`src/rtl/seg_pkg.sv`:
```
// rtl/seg_pkg.sv - shared FSM state type and active-low seven-segment glyphs
package seg_pkg;

   typedef enum logic [1:0] {
      ST_IDLE  = 2'd0,
      ST_GUARD = 2'd1,
      ST_DRIVE = 2'd2
   } seg_state_t;

   // Active-low glyphs, bit order {g,f,e,d,c,b,a}
   localparam logic [6:0] SEG_0     = 7'h40;
   localparam logic [6:0] SEG_1     = 7'h79;
   localparam logic [6:0] SEG_2     = 7'h24;
   localparam logic [6:0] SEG_3     = 7'h30;
   localparam logic [6:0] SEG_4     = 7'h19;
   localparam logic [6:0] SEG_5     = 7'h12;
   localparam logic [6:0] SEG_6     = 7'h02;
   localparam logic [6:0] SEG_7     = 7'h78;
   localparam logic [6:0] SEG_8     = 7'h00;
   localparam logic [6:0] SEG_9     = 7'h10;
   localparam logic [6:0] SEG_DASH  = 7'h3F;
   localparam logic [6:0] SEG_BLANK = 7'h7F;

endpackage

```
`src/rtl/bcd_seg_dec.sv`:
```
// rtl/bcd_seg_dec.sv - combinational BCD nibble to active-low segment decoder
module bcd_seg_dec
   import seg_pkg::*;
(
   input  logic [3:0] nibble,
   output logic [6:0] seg_n
);

   // Non-BCD codes show a dash so corrupt data is visible rather than silent
   always_comb begin
      seg_n = SEG_DASH;
      case (nibble)
         4'd0:    seg_n = SEG_0;
         4'd1:    seg_n = SEG_1;
         4'd2:    seg_n = SEG_2;
         4'd3:    seg_n = SEG_3;
         4'd4:    seg_n = SEG_4;
         4'd5:    seg_n = SEG_5;
         4'd6:    seg_n = SEG_6;
         4'd7:    seg_n = SEG_7;
         4'd8:    seg_n = SEG_8;
         4'd9:    seg_n = SEG_9;
         default: seg_n = SEG_DASH;
      endcase
   end

endmodule

```
`src/rtl/seg_scan_ctrl.sv`:
```
// rtl/seg_scan_ctrl.sv - multiplexed seven-segment scanner with frame-aligned word updates
// Optional build macro: SEG_LEADING_ZERO_BLANK_EN (suppresses leading zero digits).
module seg_scan_ctrl
   import seg_pkg::*;
#(
   parameter int N_DIGITS     = 2,
   parameter int DRIVE_CYCLES = 1000,
   parameter int GUARD_CYCLES = 16
) (
   input  logic                  clk,
   input  logic                  rst_n,
   input  logic                  bcd_valid,
   input  logic [4*N_DIGITS-1:0] bcd_data,
   output logic                  bcd_ready,
   output logic [N_DIGITS-1:0]   an_n,
   output logic [6:0]            seg_n,
   output logic                  frame_start
);

   localparam int IDX_W   = $clog2(N_DIGITS);
   localparam int CNT_MAX = (DRIVE_CYCLES > GUARD_CYCLES) ? DRIVE_CYCLES : GUARD_CYCLES;
   localparam int CNT_W   = $clog2(CNT_MAX + 1);

   localparam logic [CNT_W-1:0] GUARD_LOAD = CNT_W'(GUARD_CYCLES - 1);
   localparam logic [CNT_W-1:0] DRIVE_LOAD = CNT_W'(DRIVE_CYCLES - 1);
   localparam logic [IDX_W-1:0] IDX_LAST   = IDX_W'(N_DIGITS - 1);

   seg_state_t            state, state_nxt;
   logic [CNT_W-1:0]      cnt, cnt_nxt;
   logic [IDX_W-1:0]      idx, idx_nxt;
   logic [4*N_DIGITS-1:0] pending, pending_nxt;
   logic [4*N_DIGITS-1:0] display, display_nxt;
   logic                  pending_full, pending_full_nxt;

   logic                  accept;
   logic                  cnt_done;
   logic                  frame_end;
   logic                  load_display;

   logic [3:0]            nibble_sel;
   logic [6:0]            dec_seg;
   logic [N_DIGITS-1:0]   lead_blank;
   logic [N_DIGITS-1:0]   an_nxt;
   logic [6:0]            seg_nxt;
   logic                  fs_nxt;

   assign accept       = bcd_valid & bcd_ready;
   assign cnt_done     = (cnt == '0);
   assign frame_end    = (state == ST_DRIVE) & cnt_done & (idx == IDX_LAST);
   // A word only reaches the display before the first frame or between frames
   assign load_display = ((state == ST_IDLE) | frame_end) & pending_full;

   assign display_nxt      = load_display ? pending : display;
   assign pending_nxt      = accept ? bcd_data : pending;
   assign pending_full_nxt = accept ? 1'b1 : (load_display ? 1'b0 : pending_full);

   always_ff @(posedge clk) begin
      if (!rst_n) begin
         state        <= ST_IDLE;
         cnt          <= '0;
         idx          <= '0;
         pending      <= '0;
         pending_full <= 1'b0;
         display      <= '0;
         bcd_ready    <= 1'b1;
         an_n         <= '1;
         seg_n        <= SEG_BLANK;
         frame_start  <= 1'b0;
      end else begin
         state        <= state_nxt;
         cnt          <= cnt_nxt;
         idx          <= idx_nxt;
         pending      <= pending_nxt;
         pending_full <= pending_full_nxt;
         display      <= display_nxt;
         bcd_ready    <= ~pending_full_nxt;
         an_n         <= an_nxt;
         seg_n        <= seg_nxt;
         frame_start  <= fs_nxt;
      end
   end

   // One down-counter serves both timed states; it reloads on every state entry
   always_comb begin
      state_nxt = state;
      cnt_nxt   = cnt;
      idx_nxt   = idx;
      case (state)
         ST_IDLE: begin
            if (pending_full) begin
               state_nxt = ST_GUARD;
               cnt_nxt   = GUARD_LOAD;
               idx_nxt   = '0;
            end
         end
         ST_GUARD: begin
            if (cnt_done) begin
               state_nxt = ST_DRIVE;
               cnt_nxt   = DRIVE_LOAD;
            end else begin
               cnt_nxt = cnt - CNT_W'(1);
            end
         end
         ST_DRIVE: begin
            if (cnt_done) begin
               state_nxt = ST_GUARD;
               cnt_nxt   = GUARD_LOAD;
               idx_nxt   = (idx == IDX_LAST) ? '0 : idx + IDX_W'(1);
            end else begin
               cnt_nxt = cnt - CNT_W'(1);
            end
         end
         default: begin
            state_nxt = ST_IDLE;
            cnt_nxt   = '0;
            idx_nxt   = '0;
         end
      endcase
   end

   assign nibble_sel = display_nxt[{idx_nxt, 2'b00} +: 4];

   bcd_seg_dec u_dec (
      .nibble (nibble_sel),
      .seg_n  (dec_seg)
   );

`ifdef SEG_LEADING_ZERO_BLANK_EN
   logic higher_zero;

   // Digit i is blanked when it and every digit above it are zero; digit 0 never is
   always_comb begin
      lead_blank  = '0;
      higher_zero = 1'b1;
      for (int i = N_DIGITS - 1; i >= 1; i--) begin
         higher_zero   = higher_zero & (display_nxt[i*4 +: 4] == 4'd0);
         lead_blank[i] = higher_zero;
      end
   end
`else
   assign lead_blank = '0;
`endif

   // Outputs are computed from the next state so they register alongside it
   always_comb begin
      an_nxt  = '1;
      seg_nxt = SEG_BLANK;
      fs_nxt  = (state_nxt == ST_GUARD) && (state != ST_GUARD) && (idx_nxt == '0);
      if ((state_nxt == ST_DRIVE) && !lead_blank[idx_nxt]) begin
         an_nxt[idx_nxt] = 1'b0;
         seg_nxt         = dec_seg;
      end
   end

endmodule

```
`config.mk`:
```
export PLATFORM = sky130hd
export DESIGN_NAME = seg_scan_ctrl
export DESIGN_NICKNAME = d
export VERILOG_FILES = /design/src/rtl/seg_pkg.sv /design/src/rtl/bcd_seg_dec.sv /design/src/rtl/seg_scan_ctrl.sv
export SDC_FILE = /design/constraint.sdc
export NUM_CORES = 1
export LEC_CHECK = 0
export CORE_ASPECT_RATIO = 1.25
export CORE_MARGIN = 5
export CORE_UTILIZATION = 55
export CTS_CLUSTER_DIAMETER = 60
export DETAILED_ROUTE_END_ITERATION = 8
export GPL_ROUTABILITY_DRIVEN = 0
export PLACE_DENSITY = 0.78
export RECOVER_POWER = 25
export SLEW_MARGIN = 15
export SYNTH_ARGS = -nofsm -noshare
export SYNTH_HDL_FRONTEND = slang
export SYNTH_HIERARCHICAL = 1
export SYNTH_SLANG_ARGS = --single-unit
```
`constraint.sdc`:
```
create_clock -name clk -period 5.1 [get_ports clk]
set_clock_uncertainty 0.15 [all_clocks]
set_input_delay 0.51 -clock clk [delete_from_list [all_inputs] [get_ports clk]]
set_output_delay 0.51 -clock clk [all_outputs]
set_load 0.01 [all_outputs]
```
== Word level (Yosys, flattened, before mapping) ==
Memories as Yosys holds them, arrays and structs flattened. A register that Yosys moved wholly into a read port is not among the register bits.
Index checks and enable logic that the tools add are counted.
Operators by class
  reduce and logical (&&, ||, !) cells: 9
  mux-type cells: 18
  $add $sub $neg: 2
  bitwise logic cells: 8
  order comparisons: 2
  equality and inequality tests: 6
  shifts and indexed selects: 1
Operator list (number)
  $mux W10: 3
  $pmux W10 S3: 1
  $logic_not A10 Y1: 1
  $sub A10 B1 Y10 const B: 1
  $mux W8: 1
  $shiftx A8 B4 Y4: 1
  $mux W1: 7
  $mux W2: 3
  $pmux W2 S3: 1
  $and A1 B1 Y1: 4
  $eq A2 B1 Y1 const B: 2
  $eq A2 B2 Y1 const B: 2
  $logic_and A1 B1 Y1: 4
  $pmux W1 S3: 1
  $logic_not A1 Y1: 2
  $logic_not A2 Y1: 1
  $lt A1 B2 Y1 const B: 1
  $ne A2 B1 Y1 const B: 1
  $ne A2 B2 Y1 const B: 1
  $not A1 Y1: 2
  $not A2 Y2: 1
  $reduce_and A2 Y1: 1
  $add A1 B1 Y1 const B: 1
  $demux W1 S1: 1
  other kinds (2): 2
Storage, ports and cells
  output and inout bits: 11
  memories: 1
  logic and storage cells: 56
  register bits after elaboration: 34
  ROM bits: 112
Memory list
  (no name shown): depth 16, bits a word 7, rd ports 1, clocked after memory_dff 1, write ports 0, line bcd_seg_dec.sv:12  | case (nibble)

== Logic depth before layout (Yosys ltp) ==
Gate-level depths: netlist of run 1.
  word-level depth: 10
  gate-level depth with buffers: 13
  mapped depth without buffers: 12

== By module ==
Netlist of run 1, hierarchy kept.
By module, submodules not included
  seg_scan_ctrl: times used 1, cells an instance 205, area an instance 1775.5 um^2
  bcd_seg_dec: times used 1, cells an instance 31, area an instance 240.2 um^2

== Worst setup path before layout of run 1 ==
OpenSTA, ideal clock, no wires.
  path kind: register to register
  start point: register cnt[0]
  end point: register seg_n[4]
  data arrival time: 2.897 ns
  setup slack: 1.992 ns
  clock period less this slack: 3.108 ns
  stages on the path, launching flop included: 14
  cells stage by stage: dfxtp_1 inv_1 ha_1 nor3b_1 a31o_2 a21oi_1 or2_2 clkbuf_1 o211ai_1 inv_1 ha_1 or2b_1 a31oi_1 nand2b_1
On the way
  cells in the longest elaborated chain, start to end: 7
RTL lines
  from (decl): line seg_scan_ctrl.sv:29  | logic [CNT_W-1:0] cnt, cnt_nxt;
  from (signal assigned): line seg_scan_ctrl.sv:71  | cnt <= cnt_nxt;
  $logic_not A10 Y1 (*): line seg_scan_ctrl.sv:48  | assign cnt_done = (cnt == '0);
  $and A1 B1 Y1 (2 in a row): line seg_scan_ctrl.sv:49  | assign frame_end = (state == ST_DRIVE) & cnt_done & (idx == IDX_LAST);
  $or A1 B1 Y1: line seg_scan_ctrl.sv:51  | assign load_display = ((state == ST_IDLE) | frame_end) & pending_full;
  $and A1 B1 Y1: line seg_scan_ctrl.sv:51
  $mux W8: line seg_scan_ctrl.sv:53  | assign display_nxt = load_display ? pending : display;
  $shiftx A8 B4 Y4 (*): line seg_scan_ctrl.sv:121  | assign nibble_sel = display_nxt[{idx_nxt, 2'b00} +: 4];
  net nibble_sel[1]: line seg_scan_ctrl.sv:40  | logic [3:0] nibble_sel;
  to (decl): line seg_scan_ctrl.sv:16  | output logic [6:0] seg_n,
Mark *: on every way through the listed nets, which the timed path passes. The rest lies on a longest branch.
A chain may end at the register's enable or synchronous reset.

== Worst setup path after layout of run 1 ==
Same ends and word-level chain as after synthesis.

==> report_table.html, run 1 <==
<table>
<tr><th>Metric</th><th>Value</th></tr>
<tr><th colspan="2">Logic synthesis</th></tr>
<tr><td>Post-Synthesis Cells</td><td>236</td></tr>
<tr><td>Number of enable-type register cells in the synthesized netlist</td><td>0</td></tr>
<tr><td>Post-Synthesis Cell Area</td><td>2016 µm²</td></tr>
<tr><td>Synth top cells by count</td><td>44 x nand2_1, 41 x dfxtp_1, 18 x a21boi_0</td></tr>
<tr><td>Cell taking the most area after synthesis</td><td>dfxtp_1</td></tr>
<tr><td>Count of different cell masters after synthesis</td><td>49</td></tr>
<tr><td>Seq cells post-synth</td><td>41</td></tr>
<tr><td>Warnings, synthesis</td><td>6</td></tr>
<tr><td>Fraction of synthesized cell area taken by the top area cell type</td><td>40.72%</td></tr>
<tr><td>Syn_area_per_cell</td><td>8.541 µm²</td></tr>
<tr><td>Top post-synthesis cells by area</td><td>dfxtp_1 41%, nand2_1 8.2%, a21boi_0 6.7%</td></tr>
<tr><td>Ys flop type</td><td>dfxtp_1</td></tr>
<tr><td>Post-synth ARST share</td><td>0%</td></tr>
<tr><td>Cell with the most instances after synthesis</td><td>nand2_1</td></tr>
<tr><td>Sequential-to-total area share from yosys stat</td><td>40.72%</td></tr>
<tr><td>Synthesized Nets</td><td>253</td></tr>
<tr><th colspan="2">Worst setup path</th></tr>
<tr><td>Element type at the critical path end</td><td>register</td></tr>
<tr><td>Kind of cell with the highest combined delay on the critical path</td><td>simple AND/OR/NAND/NOR gates</td></tr>
<tr><td>Data required, critical path</td><td>5.19 ns</td></tr>
<tr><td>Critical path startpoint category</td><td>register</td></tr>
<tr><td>Largest fanout on the critical path</td><td>7</td></tr>
<tr><td>Series of cell instances along the critical path</td><td>inv_1, ha_1, nor3b_1, a31o_2, a21oi_1, or2_2, o211ai_1, inv_1, ha_1, or2b_1, a31oi_1, nand2b_1</td></tr>
<tr><td>Slowest cell on the critical path</td><td>o211ai_1</td></tr>
<tr><td>Data arrival time of the worst path</td><td>3.45 ns</td></tr>
<tr><td>Slowest Stage Delay on Critical Path</td><td>0.56 ns</td></tr>
<tr><td>Number of buffers and inverters on the critical path</td><td>2</td></tr>
<tr><td>Setup CP Type</td><td>register to register</td></tr>
<tr><th colspan="2">Floorplanning</th></tr>
<tr><td>Number of standard-cell rows in the floorplan</td><td>24</td></tr>
<tr><td>Overall die area</td><td>4983 µm²</td></tr>
<tr><td>Top-Level Pins</td><td>22</td></tr>
<tr><td>Initial Utilization</td><td>57.37%</td></tr>
<tr><td>Overall die width</td><td>64.15 µm</td></tr>
<tr><td>Floorplan die height</td><td>77.69 µm</td></tr>
<tr><td>Std-Cell Core Area</td><td>3513 µm²</td></tr>
<tr><th colspan="2">Final layout</th></tr>
<tr><td>Area growth from synthesis to layout</td><td>15.64%</td></tr>
<tr><td>Cell Count, Final, Fillers Out</td><td>295</td></tr>
<tr><td>Filler Cells Inserted</td><td>291</td></tr>
<tr><td>Nets</td><td>272</td></tr>
<tr><td>Ant. Diodes</td><td>0</td></tr>
<tr><td>Fraction of final layout cells with drive strength greater than 1</td><td>7.422%</td></tr>
<tr><th colspan="2">Hold path</th></tr>
<tr><td>Path class of the lowest-slack min-delay path</td><td>register to register</td></tr>
<tr><th colspan="2">Drt</th></tr>
<tr><td>Via-per-instance ratio</td><td>5.559</td></tr>
<tr><td>Number of nets still failing antenna checks after routing</td><td>0</td></tr>
<tr><td>Detailed-route wire length</td><td>3.679 mm</td></tr>
<tr><td>Final routed DRC violation total</td><td>0</td></tr>
<tr><td>Final routed wire length divided by cell count</td><td>12.47 µm</td></tr>
<tr><td>First DRT Iteration DRCs</td><td>58</td></tr>
<tr><td>Number of optimization iterations in the first detailed-route pass</td><td>4</td></tr>
<tr><td>Total via count after detailed routing</td><td>1,640</td></tr>
<tr><th colspan="2">Clock tree</th></tr>
<tr><td>Clock sink count</td><td>41</td></tr>
<tr><td>Setup bufs post-CTS</td><td>0</td></tr>
<tr><td>Worst-skew pair later-pin latency</td><td>0.29 ns</td></tr>
<tr><td>Number of resized instances in the post-cts repair step</td><td>0</td></tr>
<tr><td>Root Driver</td><td>clkbuf_8</td></tr>
<tr><td>H-tree depth reported by CTS</td><td>2</td></tr>
<tr><td>Clock slew at reported path FFs</td><td>0.09 ns</td></tr>
<tr><td>Total clock buffers created by CTS</td><td>5</td></tr>
<tr><td>CTS Hold Bufs</td><td>0</td></tr>
<tr><td>Bufs on Longest Clock Path</td><td>2</td></tr>
<tr><td>CTS tree</td><td>built</td></tr>
<tr><th colspan="2">Global route</th></tr>
<tr><td>Antenna violations before repair</td><td>0</td></tr>
<tr><td>Met3 global-route usage</td><td>4.480%</td></tr>
<tr><td>Global-route wire length before repair</td><td>6.548 mm</td></tr>
<tr><td>Met2 demand-to-capacity share in global routing</td><td>25.05%</td></tr>
<tr><td>Vias in the first global route</td><td>1,492</td></tr>
<tr><td>Global-route met1 utilization</td><td>20.56%</td></tr>
<tr><td>Overall global routing resource usage</td><td>15.88%</td></tr>
<tr><td>Maximum number of pins on one net before global-route repair</td><td>34</td></tr>
<tr><td>Remaining global-route overflow</td><td>0</td></tr>
<tr><td>Global-route layer with the greatest usage</td><td>met2</td></tr>
<tr><th colspan="2">Timing</th></tr>
<tr><td>Post-route clock period utilization</td><td>65.86%</td></tr>
<tr><td>Number of pins exceeding their max-slew limit in the final report</td><td>0</td></tr>
<tr><td>Slack of the critical path</td><td>1.741 ns</td></tr>
<tr><td>Final worst path period need</td><td>3.359 ns</td></tr>
<tr><td>Transition at the pin with the smallest max-transition slack</td><td>0.9734 ns</td></tr>
<tr><td>Worst Hold Slack</td><td>0.3190 ns</td></tr>
<tr><td>Timing-limited maximum frequency</td><td>0.2977 GHz</td></tr>
<tr><td>Final sum of negative setup slack</td><td>0 ns</td></tr>
<tr><td>Hold Violations, Final</td><td>0</td></tr>
<tr><td>RSZ-0062 raised after global routing</td><td>no</td></tr>
<tr><td>Worst rel slew slack</td><td>34.89%</td></tr>
<tr><td>Setup violation total in the final timing report</td><td>0</td></tr>
<tr><th colspan="2">Status</th></tr>
<tr><td>Run status</td><td>completed</td></tr>
<tr><th colspan="2">Power and ir drop</th></tr>
<tr><td>Pwr/cell area</td><td>450.7 nW/µm²</td></tr>
<tr><td>Total leakage power</td><td>0.8574 nW</td></tr>
<tr><td>Post-route total power</td><td>1.050 mW</td></tr>
<tr><td>Worst vdd ir</td><td>371.4 µV</td></tr>
<tr><th colspan="2">Placed design</th></tr>
<tr><td>Worst setup timing slack at the placement stage</td><td>1.767 ns</td></tr>
<tr><td>Cell count after placement</td><td>287</td></tr>
<tr><td>HPWL Detailed</td><td>2.643 mm</td></tr>
<tr><td>Count of port buffers added during placement</td><td>21</td></tr>
<tr><th colspan="2">Run</th></tr>
<tr><td>Max-capacitance violation count</td><td>0</td></tr>
</table>
## worst register-to-register path: stages (launching register included)
cell,delay [ns]
dfxtp_1,0.34
inv_1,0.06
ha_1,0.18
nor3b_1,0.43
a31o_2,0.22
a21oi_1,0.10
or2_2,0.37
o211ai_1,0.56
inv_1,0.18
ha_1,0.23
or2b_1,0.22
a31oi_1,0.14
nand2b_1,0.11
## final cells by class
cell class | count | area [µm²] | share of cell area, %
tap | 39 | 48.80 | 2.093
timing repair buffer | 21 | 210.2 | 9.018
clock inverter | 3 | 46.29 | 1.986
clock buffer | 5 | 68.82 | 2.952
multi-input combinational | 177 | 1102 | 47.29
sequential | 41 | 820.8 | 35.21
inverter | 9 | 33.78 | 1.449
## cells in the final DEF, fill, tap and decap left out, drive strengths merged, types with 2 or more instances in the layout
cell / instances
or3: 3
dlygate4sd3: 11
or2: 3
ha: 6
a21boi: 18
nor3: 3
a21o: 3
a31oi: 2
clkbuf: 5
dfxtp: 41
or4: 2
nand4: 2
nor3b: 3
nand2b: 13
o21a: 3
a211oi: 2
and2: 3
nor2: 9
nand3: 3
a31o: 2
o311ai: 2
inv: 9
nor2b: 2
and3: 2
clkdlybuf4s50: 10
nand2: 44
o211ai: 7
o21ai: 12
and2b: 2
a21oi: 12
a22oi: 2
## routing by layer
layer	up-vias	part of all wire, %
met5	-	0
met3	4	5.5
met1	725	49
met2	46	45
li1	865	-
met4	0	1.0
## path summary, 6_finish.rpt
| kind | slack [ns] | from | cells past startpoint | to |
|---|---|---|---|---|
| setup / recovery | 1.74 | cnt[0]$_SDFFE_PN0P_ | 12 | seg_n[4]$_SDFF_PN1_ |
| hold / removal | 0.32 | display[7]$_SDFF_PN0_ | 2 | display[7]$_SDFF_PN0_ |
| setup reg to reg | 1.74 | cnt[0]$_SDFFE_PN0P_ | 12 | seg_n[4]$_SDFF_PN1_ |
| hold reg to reg | 0.32 | display[7]$_SDFF_PN0_ | 2 | display[7]$_SDFF_PN0_ |
## flip-flops by register name, summed over array words and instances (netlist names)
| signal | cells |
|---|---|
| display | 8 |
| bcd_ready | 1 |
| pending | 8 |
| cnt | 10 |
| idx | 1 |
| frame_start | 1 |
| pending_full | 1 |
| seg_n | 7 |
| an_n | 2 |
| state | 2 |
## stage by stage
step                cell area (µm²)  util (%)
floorplan                      2016         -
global placement               2216     63.07
detailed placement             2216     63.07
CTS                            2331     66.35
global route                   2331     66.35
finish                         2331     66.35
## kinds of logic (layout without fill, tap and decap cells)
group,after synthesis,count (layout),synth area share (%)
xor gates and xnor gates,1,1,0.4346
and+or+nand+nor,98,98,25.88
adders and majority gates,6,6,3.724
muxes,1,1,0.4966
DFF,41,41,40.72
buffers and inverters,18,38,4.593
AOI/OAI and AO/OA,71,71,24.15
## report_power, final
group          leakage, nW  switching, mW  internal (mW)
combinational        0.468          0.198          0.164
clock               0.0543          0.117          0.146
sequential           0.335         0.0547          0.369
No activity file was read; power rests on OpenSTA's default activity.
==> inputs of run 2 (changes only) <==
--- a/config.mk
+++ b/config.mk
@@ -7,11 +7,11 @@
 export LEC_CHECK = 0
 export CORE_ASPECT_RATIO = 1.25
 export CORE_MARGIN = 5
-export CORE_UTILIZATION = 55
+export CORE_UTILIZATION = 50
 export CTS_CLUSTER_DIAMETER = 60
 export DETAILED_ROUTE_END_ITERATION = 8
 export GPL_ROUTABILITY_DRIVEN = 0
-export PLACE_DENSITY = 0.78
+export PLACE_DENSITY = 0.75
 export RECOVER_POWER = 25
 export SLEW_MARGIN = 15
 export SYNTH_ARGS = -nofsm -noshare
==> constraint.sdc (replaced) <==
create_clock -name clk -period 2.7 [get_ports clk]
set_clock_uncertainty 0.15 [all_clocks]
set_input_delay 0.27 -clock clk [delete_from_list [all_inputs] [get_ports clk]]
set_output_delay 0.27 -clock clk [all_outputs]
set_load 0.01 [all_outputs]
==> run 2 against run 1 <==
  * Sequential power is 90% higher
  * Critical endpoint is now seg_n[2]$_SDFF_PN1_
  * Fmax is 29% higher
  * Non-clock buffer count is 20 higher
  * Die area up 8.5%
  * Highest routed layer unchanged
  * Global-route usage up 0.94 points
  * Worst hold slack worse by 0.0017 ns
  * Core utilization decreased by 0.23 points
  * First-iteration DRC count rose by 62%
  * Critical path type unchanged
  * Sequential share of layout area down 2.6 points
==> report_table.html, run 2 (synthesized netlist as in run 1, its figures left out) <==
<table>
<tr><th>Metric</th><th>Value</th></tr>
<tr><th colspan="2">Worst setup path</th></tr>
<tr><td>Number of buffers and inverters on the critical path</td><td>2</td></tr>
<tr><td>Data required, critical path</td><td>2.73 ns</td></tr>
<tr><td>Slowest cell on the critical path</td><td>dfxtp_4</td></tr>
<tr><td>Reg-to-reg startpoint</td><td>cnt[0]$_SDFFE_PN0P_</td></tr>
<tr><td>Reg-to-reg slack, setup</td><td>0.09 ns</td></tr>
<tr><td>Critical path startpoint category</td><td>register</td></tr>
<tr><td>Element type at the critical path end</td><td>register</td></tr>
<tr><td>Largest fanout on the critical path</td><td>7</td></tr>
<tr><td>Setup CP Type</td><td>register to register</td></tr>
<tr><td>Path depth of the worst reg2reg path</td><td>12</td></tr>
<tr><td>Series of cell instances along the critical path</td><td>inv_4, ha_4, nor3b_4, a31o_2, a21oi_4, or2_4, o211ai_1, inv_1, ha_2, nor3b_1, a21o_1, nand2b_1</td></tr>
<tr><td>Slowest Stage Delay on Critical Path</td><td>0.37 ns</td></tr>
<tr><td>FF-to-FF End</td><td>seg_n[2]$_SDFF_PN1_</td></tr>
<tr><td>Kind of cell with the highest combined delay on the critical path</td><td>simple AND/OR/NAND/NOR gates</td></tr>
<tr><td>Data arrival time of the worst path</td><td>2.64 ns</td></tr>
<tr><th colspan="2">Timing</th></tr>
<tr><td>Number of pins exceeding their max-slew limit in the final report</td><td>0</td></tr>
<tr><td>Transition at the pin with the smallest max-transition slack</td><td>0.6341 ns</td></tr>
<tr><td>Final sum of negative setup slack</td><td>0 ns</td></tr>
<tr><td>Timing-limited maximum frequency</td><td>0.3828 GHz</td></tr>
<tr><td>Worst Hold Slack</td><td>0.3173 ns</td></tr>
<tr><td>RSZ-0062 raised after global routing</td><td>yes</td></tr>
<tr><td>Setup violation total in the final timing report</td><td>0</td></tr>
<tr><td>Final worst path period need</td><td>2.612 ns</td></tr>
<tr><td>Worst rel slew slack</td><td>57.59%</td></tr>
<tr><td>Hold Violations, Final</td><td>0</td></tr>
<tr><td>Post-route clock period utilization</td><td>96.75%</td></tr>
<tr><th colspan="2">Global route</th></tr>
<tr><td>Overall global routing resource usage</td><td>16.82%</td></tr>
<tr><td>Vias in the first global route</td><td>1,643</td></tr>
<tr><td>Met3 global-route usage</td><td>4.426%</td></tr>
<tr><td>Global-route met1 utilization</td><td>19.83%</td></tr>
<tr><td>Maximum number of pins on one net before global-route repair</td><td>21</td></tr>
<tr><td>Antenna violations before repair</td><td>0</td></tr>
<tr><td>Global-route wire length before repair</td><td>7.044 mm</td></tr>
<tr><td>Global-route layer with the greatest usage</td><td>met2</td></tr>
<tr><td>Met2 demand-to-capacity share in global routing</td><td>29.07%</td></tr>
<tr><td>Remaining global-route overflow</td><td>0</td></tr>
<tr><th colspan="2">Drt</th></tr>
<tr><td>Via-per-instance ratio</td><td>5.345</td></tr>
<tr><td>First DRT Iteration DRCs</td><td>94</td></tr>
<tr><td>Final routed wire length divided by cell count</td><td>12.19 µm</td></tr>
<tr><td>Number of optimization iterations in the first detailed-route pass</td><td>4</td></tr>
<tr><td>Detailed-route wire length</td><td>4.023 mm</td></tr>
<tr><td>Final routed DRC violation total</td><td>0</td></tr>
<tr><td>Number of nets still failing antenna checks after routing</td><td>0</td></tr>
<tr><td>Total via count after detailed routing</td><td>1,764</td></tr>
<tr><th colspan="2">Final layout</th></tr>
<tr><td>Fraction of final layout cells with drive strength greater than 1</td><td>18.84%</td></tr>
<tr><td>Commonest cells after routing, fill and taps aside</td><td>44 x nand2_1, 37 x dfxtp_1, 19 x buf_4, 18 x a21boi_0, 17 x clkdlybuf4s50_1</td></tr>
<tr><td>Max FFs per register</td><td>10</td></tr>
<tr><td>Most common cell after layout, fill and taps aside</td><td>nand2_1</td></tr>
<tr><td>Ant. Diodes</td><td>0</td></tr>
<tr><td>Register with the highest flop count</td><td>cnt</td></tr>
<tr><td>Post-Route Utilization</td><td>66.11%</td></tr>
<tr><td>Registers with the highest flip-flop counts</td><td>cnt (10), display (8), pending (8)</td></tr>
<tr><td>Filler Cells Inserted</td><td>338</td></tr>
<tr><td>Area growth from synthesis to layout</td><td>26.19%</td></tr>
<tr><td>Nets</td><td>292</td></tr>
<tr><td>Final standard cell area without fillers</td><td>2544 µm²</td></tr>
<tr><th colspan="2">Floorplanning</th></tr>
<tr><td>Number of standard-cell rows in the floorplan</td><td>25</td></tr>
<tr><td>Std-Cell Core Area</td><td>3847 µm²</td></tr>
<tr><td>Top-Level Pins</td><td>22</td></tr>
<tr><td>Floorplan die height</td><td>80.99 µm</td></tr>
<tr><td>Overall die area</td><td>5409 µm²</td></tr>
<tr><td>Overall die width</td><td>66.79 µm</td></tr>
<tr><td>Initial Utilization</td><td>52.39%</td></tr>
<tr><th colspan="2">Power and ir drop</th></tr>
<tr><td>Worst vdd ir</td><td>470.5 µV</td></tr>
<tr><td>Total internal power</td><td>1.295 mW</td></tr>
<tr><td>Pwr/cell area</td><td>797.5 nW/µm²</td></tr>
<tr><td>Part of the power in registers</td><td>39.7%</td></tr>
<tr><td>Total leakage power</td><td>0.9651 nW</td></tr>
<tr><td>Switching power of the nets</td><td>0.7334 mW</td></tr>
<tr><td>Proportion of power drawn by the clock network</td><td>19.1%</td></tr>
<tr><td>Post-route total power</td><td>2.029 mW</td></tr>
<tr><td>Switching power as a share of total power</td><td>36.15%</td></tr>
<tr><td>Gate power share</td><td>41.2%</td></tr>
<tr><th colspan="2">Clock tree</th></tr>
<tr><td>CTS Hold Bufs</td><td>0</td></tr>
<tr><td>CTS tree</td><td>built</td></tr>
<tr><td>Root Driver</td><td>clkbuf_8</td></tr>
<tr><td>Total clock buffers created by CTS</td><td>5</td></tr>
<tr><td>H-tree depth reported by CTS</td><td>2</td></tr>
<tr><td>Clock slew at reported path FFs</td><td>0.08 ns</td></tr>
<tr><td>Worst-skew pair later-pin latency</td><td>0.30 ns</td></tr>
<tr><td>Bufs on Longest Clock Path</td><td>2</td></tr>
<tr><td>Clock sink count</td><td>41</td></tr>
<tr><th colspan="2">Hold path</th></tr>
<tr><td>Path class of the lowest-slack min-delay path</td><td>register to register</td></tr>
<tr><td>Hold path depth</td><td>2</td></tr>
<tr><td>Min-Delay Endpoint</td><td>display[7]$_SDFF_PN0_</td></tr>
<tr><td>Start point of the worst min-delay path</td><td>display[7]$_SDFF_PN0_</td></tr>
<tr><th colspan="2">Placed design</th></tr>
<tr><td>Count of port buffers added during placement</td><td>21</td></tr>
<tr><td>HPWL Detailed</td><td>2.948 mm</td></tr>
<tr><td>Cell area after placement</td><td>2370 µm²</td></tr>
<tr><th colspan="2">Run</th></tr>
<tr><td>Max-capacitance violation count</td><td>0</td></tr>
<tr><th colspan="2">Status</th></tr>
<tr><td>Run status</td><td>completed</td></tr>
</table>
-- run 2: changes by cell type in the layout (fill, tap and decap cells not counted), sizes merged --
| cell | delta |
|---|---|
| buf | +19 |
| bufinv | -1 |
| clkbuf | +1 |
| clkdlybuf4s50 | +7 |
| clkinv | +1 |
| dlygate4sd3 | -7 |
-- run 2: what timing repair did --
action                     in CTS  in global routing
setup endpoints to repair       0                  7
buffers inserted                0                  7
gates resized for setup         0                  9
-- run 2: metrics by stage --
step / cells / setup slack, ns
after floorplan: 236 / -0.06625
after global placement: 315 / 0.1842
after detailed placement: 315 / 0.1240
after CTS: 323 / 0.06403
after global routing: 330 / -0.09500
final: 330 / 0.08769
-- run 2: area by class of cell --
type / count / area [µm²] / share of cell area [%]
clock buffers: 5 / 68.82 / 2.705
flip-flops and latches: 41 / 828.3 / 32.56
well taps: 54 / 67.56 / 2.656
repair buffers: 41 / 356.6 / 14.02
clock inverters: 3 / 17.52 / 0.6886
multi-input cells: 177 / 1169 / 45.94
inverters: 9 / 36.28 / 1.426
-- run 2: worst min-delay path: stages, from the launching register on --
cell,delay (ns)
dfxtp_1,0.32
nand2_1,0.05
a21boi_0,0.06
-- run 2: worst max-delay path by stage --
| stage | slack [ns] | start | cells past startpoint | end |
|---|---|---|---|---|
| 6_report | 0.09 | cnt[0]$_SDFFE_PN0P_ | 12 | seg_n[2]$_SDFF_PN1_ |
| 3_5_place_dp | 0.12 | cnt[1]$_SDFFE_PN0P_ | 10 | seg_n[3]$_SDFF_PN1_ |
| 5_1_grt | -0.1 | cnt[0]$_SDFFE_PN0P_ | 13 | seg_n[0]$_SDFF_PN1_ |
| 4_1_cts | 0.06 | cnt[1]$_SDFFE_PN0P_ | 12 | seg_n[2]$_SDFF_PN1_ |
| 3_3_place_gp | 0.18 | cnt[1]$_SDFFE_PN0P_ | 12 | seg_n[2]$_SDFF_PN1_ |
| 2_1_floorplan | -0.07 | cnt[7]$_SDFFE_PN0P_ | 11 | seg_n[5]$_SDFF_PN1_ |
-- run 2: layer usage --
| layer | vias up | part of all wire (%) |
|---|---|---|
| li1 | 915 | - |
| met1 | 811 | 45 |
| met2 | 33 | 49 |
| met3 | 5 | 4.7 |
| met4 | 0 | 1.5 |
| met5 | - | 0 |
-- run 2: power groups by stage --
stage                     combinational (mW)  sequential, mW  clock [mW]
after floorplan                        0.574           0.804           0
after global placement                 0.802           0.813           0
after detailed placement               0.810           0.815           0
after CTS                              0.814           0.802       0.399
after global routing                   0.942           0.822       0.428
final                                  0.835           0.806       0.387
